## src/rtl/reg_read_stage_if.sv

```systemverilog
// Decoded-op bundle between pipeline stages: producer drives op fields and operands, consumer drives stall.
interface reg_read_stage_if #(
  parameter int unsigned XLEN   = 32,
  parameter int unsigned FLEN   = 64,
  parameter int unsigned OP_W   = 64,
  parameter int unsigned TRAP_W = 40
);
  logic              valid;
  logic [OP_W-1:0]   op;
  logic [31:0]       pc;
  logic [31:0]       insn;
  logic [11:0]       csr_addr;
  logic [4:0]        src1;
  logic [4:0]        src2;
  logic [4:0]        dst;
  logic              rd_int1;
  logic              rd_int2;
  logic              rd_fp1;
  logic              rd_fp2;
  logic              wr_int;
  logic              wr_fp;
  logic [TRAP_W-1:0] trap;
  logic [XLEN-1:0]   int_val1;
  logic [XLEN-1:0]   int_val2;
  logic [FLEN-1:0]   fp_val1;
  logic [FLEN-1:0]   fp_val2;
  logic              stall;

  modport master (
    output valid, op, pc, insn, csr_addr, src1, src2, dst,
           rd_int1, rd_int2, rd_fp1, rd_fp2, wr_int, wr_fp, trap,
           int_val1, int_val2, fp_val1, fp_val2,
    input  stall
  );

  modport slave (
    input  valid, op, pc, insn, csr_addr, src1, src2, dst,
           rd_int1, rd_int2, rd_fp1, rd_fp2, wr_int, wr_fp, trap,
           int_val1, int_val2, fp_val1, fp_val2,
    output stall
  );
endinterface

```

## src/rtl/reg_read_stage.sv

```systemverilog
// Register-read stage with int/fp busy-bit scoreboard between decode and execute.
// Optional same-cycle writeback forwarding: define RAFI_REGREAD_WB_BYPASS_EN.
module reg_read_stage #(
  parameter int unsigned XLEN   = 32,
  parameter int unsigned FLEN   = 64,
  parameter int unsigned OP_W   = 64,
  parameter int unsigned TRAP_W = 40
) (
  input  logic             clk,
  input  logic             rst,
  reg_read_stage_if.slave  prev,
  reg_read_stage_if.master next,
  input  logic             flush,
  output logic [4:0]       int_raddr1,
  output logic [4:0]       int_raddr2,
  input  logic [XLEN-1:0]  int_rdata1,
  input  logic [XLEN-1:0]  int_rdata2,
  output logic [4:0]       fp_raddr1,
  output logic [4:0]       fp_raddr2,
  input  logic [FLEN-1:0]  fp_rdata1,
  input  logic [FLEN-1:0]  fp_rdata2,
  input  logic             wb_int_we,
  input  logic             wb_fp_we,
  input  logic [4:0]       wb_addr,
  input  logic [XLEN-1:0]  wb_int_data,
  input  logic [FLEN-1:0]  wb_fp_data
);

  logic [31:0]     int_busy, fp_busy, int_busy_d, fp_busy_d;
  logic [31:0]     int_pend, fp_pend;
  logic [31:0]     wb_int_hit, wb_fp_hit;
  logic            trap_v, src_busy, dst_busy, hazard, issue;
  logic [XLEN-1:0] int_op1, int_op2;
  logic [FLEN-1:0] fp_op1, fp_op2;
  logic            unused_prev_vals;

  // Decode never supplies operand values; those interface fields are ignored here.
  assign unused_prev_vals = ^{prev.int_val1, prev.int_val2, prev.fp_val1, prev.fp_val2};

  assign int_raddr1 = prev.src1;
  assign int_raddr2 = prev.src2;
  assign fp_raddr1  = prev.src1;
  assign fp_raddr2  = prev.src2;

  assign trap_v = prev.trap[TRAP_W-1];

  always_comb begin
    wb_int_hit = '0;
    wb_fp_hit  = '0;
    if (wb_int_we && (wb_addr != 5'd0)) wb_int_hit[wb_addr] = 1'b1;
    if (wb_fp_we)                       wb_fp_hit[wb_addr]  = 1'b1;
  end

`ifdef RAFI_REGREAD_WB_BYPASS_EN
  assign int_pend = int_busy & ~wb_int_hit;
  assign fp_pend  = fp_busy & ~wb_fp_hit;
`else
  assign int_pend = int_busy;
  assign fp_pend  = fp_busy;
`endif

  // Only sources see the writeback; WAW on the destination always uses the registered busy bits.
  assign src_busy = (prev.rd_int1 & int_pend[prev.src1]) | (prev.rd_int2 & int_pend[prev.src2]) |
                    (prev.rd_fp1  & fp_pend[prev.src1])  | (prev.rd_fp2  & fp_pend[prev.src2]);
  assign dst_busy = (prev.wr_int & int_busy[prev.dst]) | (prev.wr_fp & fp_busy[prev.dst]);
  assign hazard   = prev.valid & ~trap_v & (src_busy | dst_busy);
  assign issue    = prev.valid & ~hazard & ~next.stall & ~flush;

  assign prev.stall = ~rst & prev.valid & ~flush & (hazard | next.stall);

  always_comb begin
    int_op1 = int_rdata1;
    int_op2 = int_rdata2;
    fp_op1  = fp_rdata1;
    fp_op2  = fp_rdata2;
`ifdef RAFI_REGREAD_WB_BYPASS_EN
    if (wb_int_hit[prev.src1]) int_op1 = wb_int_data;
    if (wb_int_hit[prev.src2]) int_op2 = wb_int_data;
    if (wb_fp_hit[prev.src1])  fp_op1  = wb_fp_data;
    if (wb_fp_hit[prev.src2])  fp_op2  = wb_fp_data;
`endif
    if (trap_v) begin
      int_op1 = '0;
      int_op2 = '0;
      fp_op1  = '0;
      fp_op2  = '0;
    end
  end

  // Set is applied after clear so a same-cycle clear/set of one bit leaves it busy.
  always_comb begin
    int_busy_d = int_busy;
    fp_busy_d  = fp_busy;
    if (wb_int_we) int_busy_d[wb_addr] = 1'b0;
    if (wb_fp_we)  fp_busy_d[wb_addr]  = 1'b0;
    if (issue && !trap_v && prev.wr_int) int_busy_d[prev.dst] = 1'b1;
    if (issue && !trap_v && prev.wr_fp)  fp_busy_d[prev.dst]  = 1'b1;
    int_busy_d[0] = 1'b0;
    if (flush) begin
      int_busy_d = '0;
      fp_busy_d  = '0;
    end
  end

  always_ff @(posedge clk) begin
    if (rst) begin
      int_busy <= '0;
      fp_busy  <= '0;
    end else begin
      int_busy <= int_busy_d;
      fp_busy  <= fp_busy_d;
    end
  end

  always_ff @(posedge clk) begin
    if (rst) begin
      next.valid    <= 1'b0;
      next.op       <= '0;
      next.pc       <= '0;
      next.insn     <= '0;
      next.csr_addr <= '0;
      next.src1     <= '0;
      next.src2     <= '0;
      next.dst      <= '0;
      next.rd_int1  <= 1'b0;
      next.rd_int2  <= 1'b0;
      next.rd_fp1   <= 1'b0;
      next.rd_fp2   <= 1'b0;
      next.wr_int   <= 1'b0;
      next.wr_fp    <= 1'b0;
      next.trap     <= '0;
      next.int_val1 <= '0;
      next.int_val2 <= '0;
      next.fp_val1  <= '0;
      next.fp_val2  <= '0;
    end else if (flush) begin
      next.valid <= 1'b0;
    end else if (issue) begin
      next.valid    <= 1'b1;
      next.op       <= prev.op;
      next.pc       <= prev.pc;
      next.insn     <= prev.insn;
      next.csr_addr <= prev.csr_addr;
      next.src1     <= prev.src1;
      next.src2     <= prev.src2;
      next.dst      <= prev.dst;
      next.rd_int1  <= prev.rd_int1;
      next.rd_int2  <= prev.rd_int2;
      next.rd_fp1   <= prev.rd_fp1;
      next.rd_fp2   <= prev.rd_fp2;
      next.wr_int   <= prev.wr_int;
      next.wr_fp    <= prev.wr_fp;
      next.trap     <= prev.trap;
      next.int_val1 <= int_op1;
      next.int_val2 <= int_op2;
      next.fp_val1  <= fp_op1;
      next.fp_val2  <= fp_op2;
    end else if (!next.stall) begin
      next.valid <= 1'b0;
    end
  end

endmodule

```

## src/flat_wrapper.sv

```systemverilog
// flat-port wrapper written by rule: the top's interface ports become plain ports
module reg_read_stage_flat 
#(
  parameter int unsigned XLEN   = 32,
  parameter int unsigned FLEN   = 64,
  parameter int unsigned OP_W   = 64,
  parameter int unsigned TRAP_W = 40
)
  (clk, rst, flush, int_raddr1, int_raddr2, int_rdata1, int_rdata2, fp_raddr1, fp_raddr2, fp_rdata1, fp_rdata2, wb_int_we, wb_fp_we, wb_addr, wb_int_data, wb_fp_data, prev_valid, prev_op, prev_pc, prev_insn, prev_csr_addr, prev_src1, prev_src2, prev_dst, prev_rd_int1, prev_rd_int2, prev_rd_fp1, prev_rd_fp2, prev_wr_int, prev_wr_fp, prev_trap, prev_int_val1, prev_int_val2, prev_fp_val1, prev_fp_val2, prev_stall, next_valid, next_op, next_pc, next_insn, next_csr_addr, next_src1, next_src2, next_dst, next_rd_int1, next_rd_int2, next_rd_fp1, next_rd_fp2, next_wr_int, next_wr_fp, next_trap, next_int_val1, next_int_val2, next_fp_val1, next_fp_val2, next_stall);
  reg_read_stage_if #(.XLEN(XLEN), .FLEN(FLEN), .OP_W(OP_W), .TRAP_W(TRAP_W)) prev_i ();
  reg_read_stage_if #(.XLEN(XLEN), .FLEN(FLEN), .OP_W(OP_W), .TRAP_W(TRAP_W)) next_i ();
  input  logic clk;
  input  logic rst;
  input  logic flush;
  output logic [4:0] int_raddr1;
  output logic [4:0] int_raddr2;
  input  logic [XLEN-1:0] int_rdata1;
  input  logic [XLEN-1:0] int_rdata2;
  output logic [4:0] fp_raddr1;
  output logic [4:0] fp_raddr2;
  input  logic [FLEN-1:0] fp_rdata1;
  input  logic [FLEN-1:0] fp_rdata2;
  input  logic wb_int_we;
  input  logic wb_fp_we;
  input  logic [4:0] wb_addr;
  input  logic [XLEN-1:0] wb_int_data;
  input  logic [FLEN-1:0] wb_fp_data;
  input wire logic [$bits(prev_i.valid)-1:0] prev_valid;
  input wire logic [$bits(prev_i.op)-1:0] prev_op;
  input wire logic [$bits(prev_i.pc)-1:0] prev_pc;
  input wire logic [$bits(prev_i.insn)-1:0] prev_insn;
  input wire logic [$bits(prev_i.csr_addr)-1:0] prev_csr_addr;
  input wire logic [$bits(prev_i.src1)-1:0] prev_src1;
  input wire logic [$bits(prev_i.src2)-1:0] prev_src2;
  input wire logic [$bits(prev_i.dst)-1:0] prev_dst;
  input wire logic [$bits(prev_i.rd_int1)-1:0] prev_rd_int1;
  input wire logic [$bits(prev_i.rd_int2)-1:0] prev_rd_int2;
  input wire logic [$bits(prev_i.rd_fp1)-1:0] prev_rd_fp1;
  input wire logic [$bits(prev_i.rd_fp2)-1:0] prev_rd_fp2;
  input wire logic [$bits(prev_i.wr_int)-1:0] prev_wr_int;
  input wire logic [$bits(prev_i.wr_fp)-1:0] prev_wr_fp;
  input wire logic [$bits(prev_i.trap)-1:0] prev_trap;
  input wire logic [$bits(prev_i.int_val1)-1:0] prev_int_val1;
  input wire logic [$bits(prev_i.int_val2)-1:0] prev_int_val2;
  input wire logic [$bits(prev_i.fp_val1)-1:0] prev_fp_val1;
  input wire logic [$bits(prev_i.fp_val2)-1:0] prev_fp_val2;
  output wire logic [$bits(prev_i.stall)-1:0] prev_stall;
  output wire logic [$bits(next_i.valid)-1:0] next_valid;
  output wire logic [$bits(next_i.op)-1:0] next_op;
  output wire logic [$bits(next_i.pc)-1:0] next_pc;
  output wire logic [$bits(next_i.insn)-1:0] next_insn;
  output wire logic [$bits(next_i.csr_addr)-1:0] next_csr_addr;
  output wire logic [$bits(next_i.src1)-1:0] next_src1;
  output wire logic [$bits(next_i.src2)-1:0] next_src2;
  output wire logic [$bits(next_i.dst)-1:0] next_dst;
  output wire logic [$bits(next_i.rd_int1)-1:0] next_rd_int1;
  output wire logic [$bits(next_i.rd_int2)-1:0] next_rd_int2;
  output wire logic [$bits(next_i.rd_fp1)-1:0] next_rd_fp1;
  output wire logic [$bits(next_i.rd_fp2)-1:0] next_rd_fp2;
  output wire logic [$bits(next_i.wr_int)-1:0] next_wr_int;
  output wire logic [$bits(next_i.wr_fp)-1:0] next_wr_fp;
  output wire logic [$bits(next_i.trap)-1:0] next_trap;
  output wire logic [$bits(next_i.int_val1)-1:0] next_int_val1;
  output wire logic [$bits(next_i.int_val2)-1:0] next_int_val2;
  output wire logic [$bits(next_i.fp_val1)-1:0] next_fp_val1;
  output wire logic [$bits(next_i.fp_val2)-1:0] next_fp_val2;
  input wire logic [$bits(next_i.stall)-1:0] next_stall;
  assign prev_i.valid = prev_valid;
  assign prev_i.op = prev_op;
  assign prev_i.pc = prev_pc;
  assign prev_i.insn = prev_insn;
  assign prev_i.csr_addr = prev_csr_addr;
  assign prev_i.src1 = prev_src1;
  assign prev_i.src2 = prev_src2;
  assign prev_i.dst = prev_dst;
  assign prev_i.rd_int1 = prev_rd_int1;
  assign prev_i.rd_int2 = prev_rd_int2;
  assign prev_i.rd_fp1 = prev_rd_fp1;
  assign prev_i.rd_fp2 = prev_rd_fp2;
  assign prev_i.wr_int = prev_wr_int;
  assign prev_i.wr_fp = prev_wr_fp;
  assign prev_i.trap = prev_trap;
  assign prev_i.int_val1 = prev_int_val1;
  assign prev_i.int_val2 = prev_int_val2;
  assign prev_i.fp_val1 = prev_fp_val1;
  assign prev_i.fp_val2 = prev_fp_val2;
  assign prev_stall = prev_i.stall;
  assign next_valid = next_i.valid;
  assign next_op = next_i.op;
  assign next_pc = next_i.pc;
  assign next_insn = next_i.insn;
  assign next_csr_addr = next_i.csr_addr;
  assign next_src1 = next_i.src1;
  assign next_src2 = next_i.src2;
  assign next_dst = next_i.dst;
  assign next_rd_int1 = next_i.rd_int1;
  assign next_rd_int2 = next_i.rd_int2;
  assign next_rd_fp1 = next_i.rd_fp1;
  assign next_rd_fp2 = next_i.rd_fp2;
  assign next_wr_int = next_i.wr_int;
  assign next_wr_fp = next_i.wr_fp;
  assign next_trap = next_i.trap;
  assign next_int_val1 = next_i.int_val1;
  assign next_int_val2 = next_i.int_val2;
  assign next_fp_val1 = next_i.fp_val1;
  assign next_fp_val2 = next_i.fp_val2;
  assign next_i.stall = next_stall;
  reg_read_stage #(.XLEN(XLEN), .FLEN(FLEN), .OP_W(OP_W), .TRAP_W(TRAP_W)) u_core (.clk(clk), .rst(rst), .prev(prev_i), .next(next_i), .flush(flush), .int_raddr1(int_raddr1), .int_raddr2(int_raddr2), .int_rdata1(int_rdata1), .int_rdata2(int_rdata2), .fp_raddr1(fp_raddr1), .fp_raddr2(fp_raddr2), .fp_rdata1(fp_rdata1), .fp_rdata2(fp_rdata2), .wb_int_we(wb_int_we), .wb_fp_we(wb_fp_we), .wb_addr(wb_addr), .wb_int_data(wb_int_data), .wb_fp_data(wb_fp_data));
endmodule
```

## config.mk

```make
export PLATFORM = sky130hd
export DESIGN_NAME = reg_read_stage_flat
export DESIGN_NICKNAME = d
export VERILOG_FILES = /design/src/rtl/reg_read_stage_if.sv /design/src/rtl/reg_read_stage.sv /design/src/flat_wrapper.sv
export SDC_FILE = /design/constraint.sdc
export NUM_CORES = 1
export LEC_CHECK = 0
export CELL_PAD_IN_SITES_DETAIL_PLACEMENT = 2
export CELL_PAD_IN_SITES_GLOBAL_PLACEMENT = 2
export CORE_AREA = 2 2 427 429
export CTS_BUF_LIST = sky130_fd_sc_hd__clkbuf_4 sky130_fd_sc_hd__clkbuf_8
export DETAILED_ROUTE_END_ITERATION = 10
export DIE_AREA = 0 0 429 431
export PLACE_DENSITY_LB_ADDON = 0.1
export SLEW_MARGIN = 5
export SYNTH_ARGS = -nofsm -noshare
export SYNTH_HDL_FRONTEND = slang
export SYNTH_SLANG_ARGS = --single-unit
```

## constraint.sdc

```tcl
create_clock -name clk -period 2.71 [get_ports clk]
set_clock_uncertainty 0.15 [all_clocks]
set_input_delay 0.4065 -clock clk [delete_from_list [all_inputs] [get_ports clk]]
set_output_delay 0.4065 -clock clk [all_outputs]
set_load 0.02 [all_outputs]
```

# Word level (Yosys, flattened, before mapping)
# Cells that the tools add are included.
[totals]
word_cells = 93
output_inout_bits = 415
reg_bits = 458
in_bits = 693
[classes]
n_mux = 26
eq_ne = 1
n_lt_le_gt_ge = 6
bitwise_logic = 30
n_reduce_logical = 8
[op_table]
columns = ["op", "n"]
rows = [
  ["$mux W32", 6],
  ["$mux W64", 2],
  ["$and A32 B32 Y32", 2],
  ["$or A32 B32 Y32", 2],
  ["$not A32 Y32", 1],
  ["$bmux W1 S5", 6],
  ["$lt A5 B6 Y1 const B", 4],
  ["$and A1 B1 Y1", 14],
  ["$demux W1 S5", 2],
  ["$ge A5 B1 Y1 const B", 2],
  ["$mux W1", 10],
  ["$or A1 B1 Y1", 6],
  ["$logic_and A1 B1 Y1", 5],
  ["$not A1 Y1", 5],
  ["$ne A2 B1 Y1 const B", 1],
  ["$reduce_and A2 Y1", 1],
  ["$reduce_or A2 Y1", 1],
  ["$logic_not A1 Y1", 1],
]

# Depth between registers and ports, before layout
[logic_depth]
depth_word = 15
depth_mapped = 12
mapped_depth_nobuf = 7

# Least setup slack after synthesis
# No wires, ideal clock.
[synth_path]
kind = "input to register"
from = "input port prev_src2[1]"
to = "register u_core.next.fp_val1[13] (netlist name)"
required_time_ps = 2488
setup_ps = 72
path_buffers = 4
stages = 11
setup_slack_ps = -236
arrival_time_ps = 2724
path_cell_list = "buf_6 mux4_2 nor2b_1 a2111oi_1 a211oi_1 or3_4 o21ai_2 buf_6 buf_12 buf_12 mux2i_1"
[synth_via]
elab_chain_cells = 13
word_cells_on_any_way = 16
cone_classes = "mux: 4; bitwise: 11; reduce/logical: 1"
[synth_lines]
columns = ["element", "line_no", "source"]
rows = [
  ["from (decl)", "flat_wrapper.sv:34", "input wire logic [$bits(prev_i.src2)-1:0] prev_src2;"],
  ["$bmux W1 S5", "reg_read_stage.sv:63", "assign src_busy = (prev.rd_int1 & int_pend[prev.src1]) | (prev.rd_int2 & int_pend[prev.src2]) |"],
  ["$mux W1 (not written as such)", "reg_read_stage.sv:63", ""],
  ["$and A1 B1 Y1", "reg_read_stage.sv:63", ""],
  ["$or A1 B1 Y1 (2 in a row)", "reg_read_stage.sv:63", ""],
  ["$or A1 B1 Y1 *", "reg_read_stage.sv:64", "(prev.rd_fp1 & fp_pend[prev.src1]) | (prev.rd_fp2 & fp_pend[prev.src2]);"],
  ["$or A1 B1 Y1 *", "reg_read_stage.sv:66", "assign hazard = prev.valid & ~trap_v & (src_busy | dst_busy);"],
  ["$and A1 B1 Y1 *", "reg_read_stage.sv:66", ""],
  ["$not A1 Y1 *", "reg_read_stage.sv:67", "assign issue = prev.valid & ~hazard & ~next.stall & ~flush;"],
  ["$and A1 B1 Y1 * (3 in a row)", "reg_read_stage.sv:67", ""],
  ["$reduce_and A2 Y1 (no line) *", "n/a", ""],
  ["to (signal assigned)", "reg_read_stage.sv:156", "next.fp_val1 <= fp_op1;"],
  ["to (decl)", "reg_read_stage_if.sv:32", "int_val1, int_val2, fp_val1, fp_val2,"],
]
# Every way passes the cells marked *; elsewhere a longest branch is shown, timed or not. The select of a mux whose other input is x is not followed.
# A chain may end at the register's enable or synchronous reset.

# Worst setup path after layout
[layout_path]
from = "register u_core.fp_busy[11]"
to = "output port prev_stall"
[layout_via]
elab_chain_cells = 9
word_cells_on_any_way = 16
cone_classes = "mux: 6; bitwise: 10"
[layout_lines]
columns = ["element", "line_no", "source"]
rows = [
  ["from (decl)", "reg_read_stage.sv:29", "logic [31:0] int_busy, fp_busy, int_busy_d, fp_busy_d;"],
  ["from (signal assigned)", "reg_read_stage.sv:111", "fp_busy <= fp_busy_d;"],
  ["$bmux W1 S5", "reg_read_stage.sv:64", ""],
  ["$mux W1 (not written as such)", "reg_read_stage.sv:64", ""],
  ["$and A1 B1 Y1", "reg_read_stage.sv:64", ""],
  ["$or A1 B1 Y1", "reg_read_stage.sv:63", ""],
  ["$or A1 B1 Y1", "reg_read_stage.sv:64", ""],
  ["$or A1 B1 Y1 *", "reg_read_stage.sv:66", ""],
  ["$and A1 B1 Y1 *", "reg_read_stage.sv:66", ""],
  ["$or A1 B1 Y1 *", "reg_read_stage.sv:69", "assign prev.stall = ~rst & prev.valid & ~flush & (hazard | next.stall);"],
  ["$and A1 B1 Y1 *", "reg_read_stage.sv:69", ""],
  ["to (decl)", "flat_wrapper.sv:47", "output wire logic [$bits(prev_i.stall)-1:0] prev_stall;"],
]
# Marked as above.

==> results.json <==
{
  "tritoncts_num_sinks": 457,
  "seq_area_frac_synth": 0.395,
  "rows": 156,
  "synth_ff_type": "dfxtp_1",
  "dr.pass1.iters": 4,
  "antenna_found_initial": 15,
  "irDropWorstVdd_uv": 314,
  "grt_overflow_total": 0,
  "place_congestion": 0.784,
  "drive_gt1_frac": 0.222,
  "clock_latency_ns": 0.85,
  "via_count": 22557,
  "cp.arrival_ns": 3.15,
  "wirelength_um": 139000,
  "clockBufferDepth": 3,
  "fmax_ghz": 0.270,
  "drt-initial-drc-count": 773,
  "grt_max_degree": 164,
  "routedWlPerCell_um": 23.0,
  "layout_commonest_cell": "clkdlybuf4s50_1",
  "clkTransAtPathRegs_ns": 0.06,
  "p_sw_mw": 5.69,
  "slew_headroom": 0.498,
  "maxCapViolCount": 0,
  "period_share": 1.37,
  "syn-num-nets": 2913,
  "power.share.clock": 0.445,
  "final_cell_mix": "clkdlybuf4s50_1, nand2b_1, dfxtp_1",
  "synth_edf_count": 0,
  "p_int_mw": 14.2,
  "postPlaceCellArea_um2": 34700,
  "synthArstFlopShare": 0,
  "cts_root_buf": "clkbuf_8",
  "nFillCells": 19899,
  "syn_avg_cell_area_um2": 10.4,
  "dieArea_um2": 185000,
  "post-route-min-period_ns": 3.70,
  "ys_warn_count": 0,
  "netlist_instances": 2220,
  "port-buffer-count": 819,
  "hold_class": "in2reg",
  "critPathMaxFanout": 3,
  "grt_usage": 0.148,
  "worst-setup-path-type": "reg2out",
  "worst_setup_path_end_kind": "primary output",
  "powerDensity_nw_per_um2": 458,
  "stdcell_area_um2": 43500,
  "syn_to_final_growth_pct": 87.9,
  "initial_utilization": 0.129,
  "viasPerCell": 3.74,
  "critPathRequiredTime_ns": 2.15,
  "syn_area_um2": 23200,
  "dp_cells": 5390,
  "fin_cells": 6031,
  "io_pins": 1108,
  "drtAntennaViolNets": 0,
  "start_kind": "flop",
  "finalMaxSlewViolations": 0,
  "cts_buffers": 108,
  "die_w_um": 429,
  "synth_seq_cells": 457,
  "outcome": "finished with violations",
  "h-tree-depth": 3,
  "grt_pass1_wl_um": 197000,
  "violations": "negative setup slack",
  "whs_ns": 0.147,
  "fin_nets": 4271,
  "p_leak_nw": 15.1,
  "hold_violations": 0,
  "fin_ws_ns": -0.992,
  "ys_types": 54,
  "setup_viol": 458,
  "drc": 0,
  "hpwl_um": 97800,
  "p_sw_frac": 0.286,
  "seq_power_share": 0.354,
  "cts_tree": "built",
  "grt_pass1_vias": 25847,
  "coreArea_um2": 180000,
  "die_y_um": 431,
  "tns_ns": -320.06,
  "worstMarginPinSlew_ns": 0.753,
  "p_comb_frac": 0.201,
  "grt_setup_unrepaired": "true"
}
## through the flow
stage,util,total power [mW],setup slack [ns]
floorplan,-,8.63,-0.0775
global placement,0.193,10.2,-1.75
detailed placement,0.193,10.3,-1.74
CTS,0.244,20.7,-1.17
global route,0.241,21.0,-1.18
finish,0.242,19.9,-0.992
## synthesized netlist by cell type (all sizes together) (8+ instances only)
master    n  area share
nand2b  604        0.16
dfxtp   457        0.39
mux2i   435        0.19
or3b    188       0.071
clkbuf  134       0.022
buf      86       0.051
o211ai   64       0.021
o31ai    60       0.019
nand2    40      0.0065
mux4     27       0.026
nand3b   15      0.0049
nor2     11      0.0018
nand3    10      0.0022
o21ai    10      0.0023
o22ai     9      0.0024
nor3      8      0.0017
## worst max-delay path: stages (launching register included)
cell       delay [ns]
dfxtp_2          0.32
buf_6            0.12
mux4_2           0.50
a2111oi_4        0.31
a311oi_2         0.11
a2111oi_2        0.31
buf_4            0.18
a21oi_4          0.06
o211a_1          0.25
buf_6            0.13
## registers in the layout (all words and copies together), names as in the netlist, 5 cells and up
name,flops
u_core.next.csr_addr,12
u_core.int_busy,31
u_core.next.int_val1,32
u_core.next.src1,5
u_core.next.fp_val2,64
u_core.next.fp_val1,64
u_core.next.src2,5
u_core.next.int_val2,32
u_core.next.insn,32
u_core.next.pc,32
u_core.next.dst,5
u_core.fp_busy,32
u_core.next.op,64
u_core.next.trap,40
## area by class of cell
type,instances,area (um2),share of cell area
antenna,11,27.5,0.000633
sequential,457,9170,0.211
clock buffer,172,2130,0.0489
multi-input combinational,1539,13400,0.308
tap,2370,2970,0.0681
clock inverter,10,115,0.00265
timing repair buffer,1467,15700,0.361
inverter,5,18.8,0.000431
## layer usage
layer / GRT usage / vias up / part of all wire
met4: 0.0560 / 10 / 0.035
met5: 0 / - / 0.00045
met3: 0.0352 / 196 / 0.050
met1: 0.173 / 11276 / 0.42
met2: 0.259 / 632 / 0.50
li1: - / 10443 / -
## power by group through the flow
stage          sequential (mW)  combinational (mW)  clock, mW
2_1_floorplan             7.40                1.23          0
3_3_place_gp              7.19                3.02          0
3_5_place_dp              7.20                3.07          0
4_1_cts                   7.05                4.22       9.43
5_1_grt                   7.07                4.25       9.72
6_report                  7.05                4.00       8.87
## path summary, 6_finish.rpt
path / cells after the start / to / slack (ns) / startpoint
worst min register to register: 2 / u_core.next.trap[39] / 0.32 / u_core.next.trap[39]
worst max-delay path: 9 / prev_stall / -0.99 / u_core.fp_busy[11]
worst min-delay path: 3 / u_core.next.fp_val2[49] / 0.15 / fp_rdata2[49]
worst max register to register: 14 / u_core.next.pc[22] / -0.85 / u_core.fp_busy[11]
## timing repair
| item | CTS | global route |
|---|---|---|
| pin swaps | 28 | 21 |
| gates resized for setup | 272 | 145 |
| endpoints found under the setup margin | 476 | 459 |
| setup buffers | 75 | 14 |
| endpoints found under the hold margin | 369 | 0 |
| gates cloned | 53 | 2 |
| hold buffers | 363 | 0 |
## cell families after synthesis
kind of cell | Yosys count | share of synthesized area
compound gates | 173 | 0.0561
buf+inv | 225 | 0.0736
flops | 457 | 0.395
mux | 469 | 0.218
simple gates | 896 | 0.258
(Power assumes the default switching activity.)
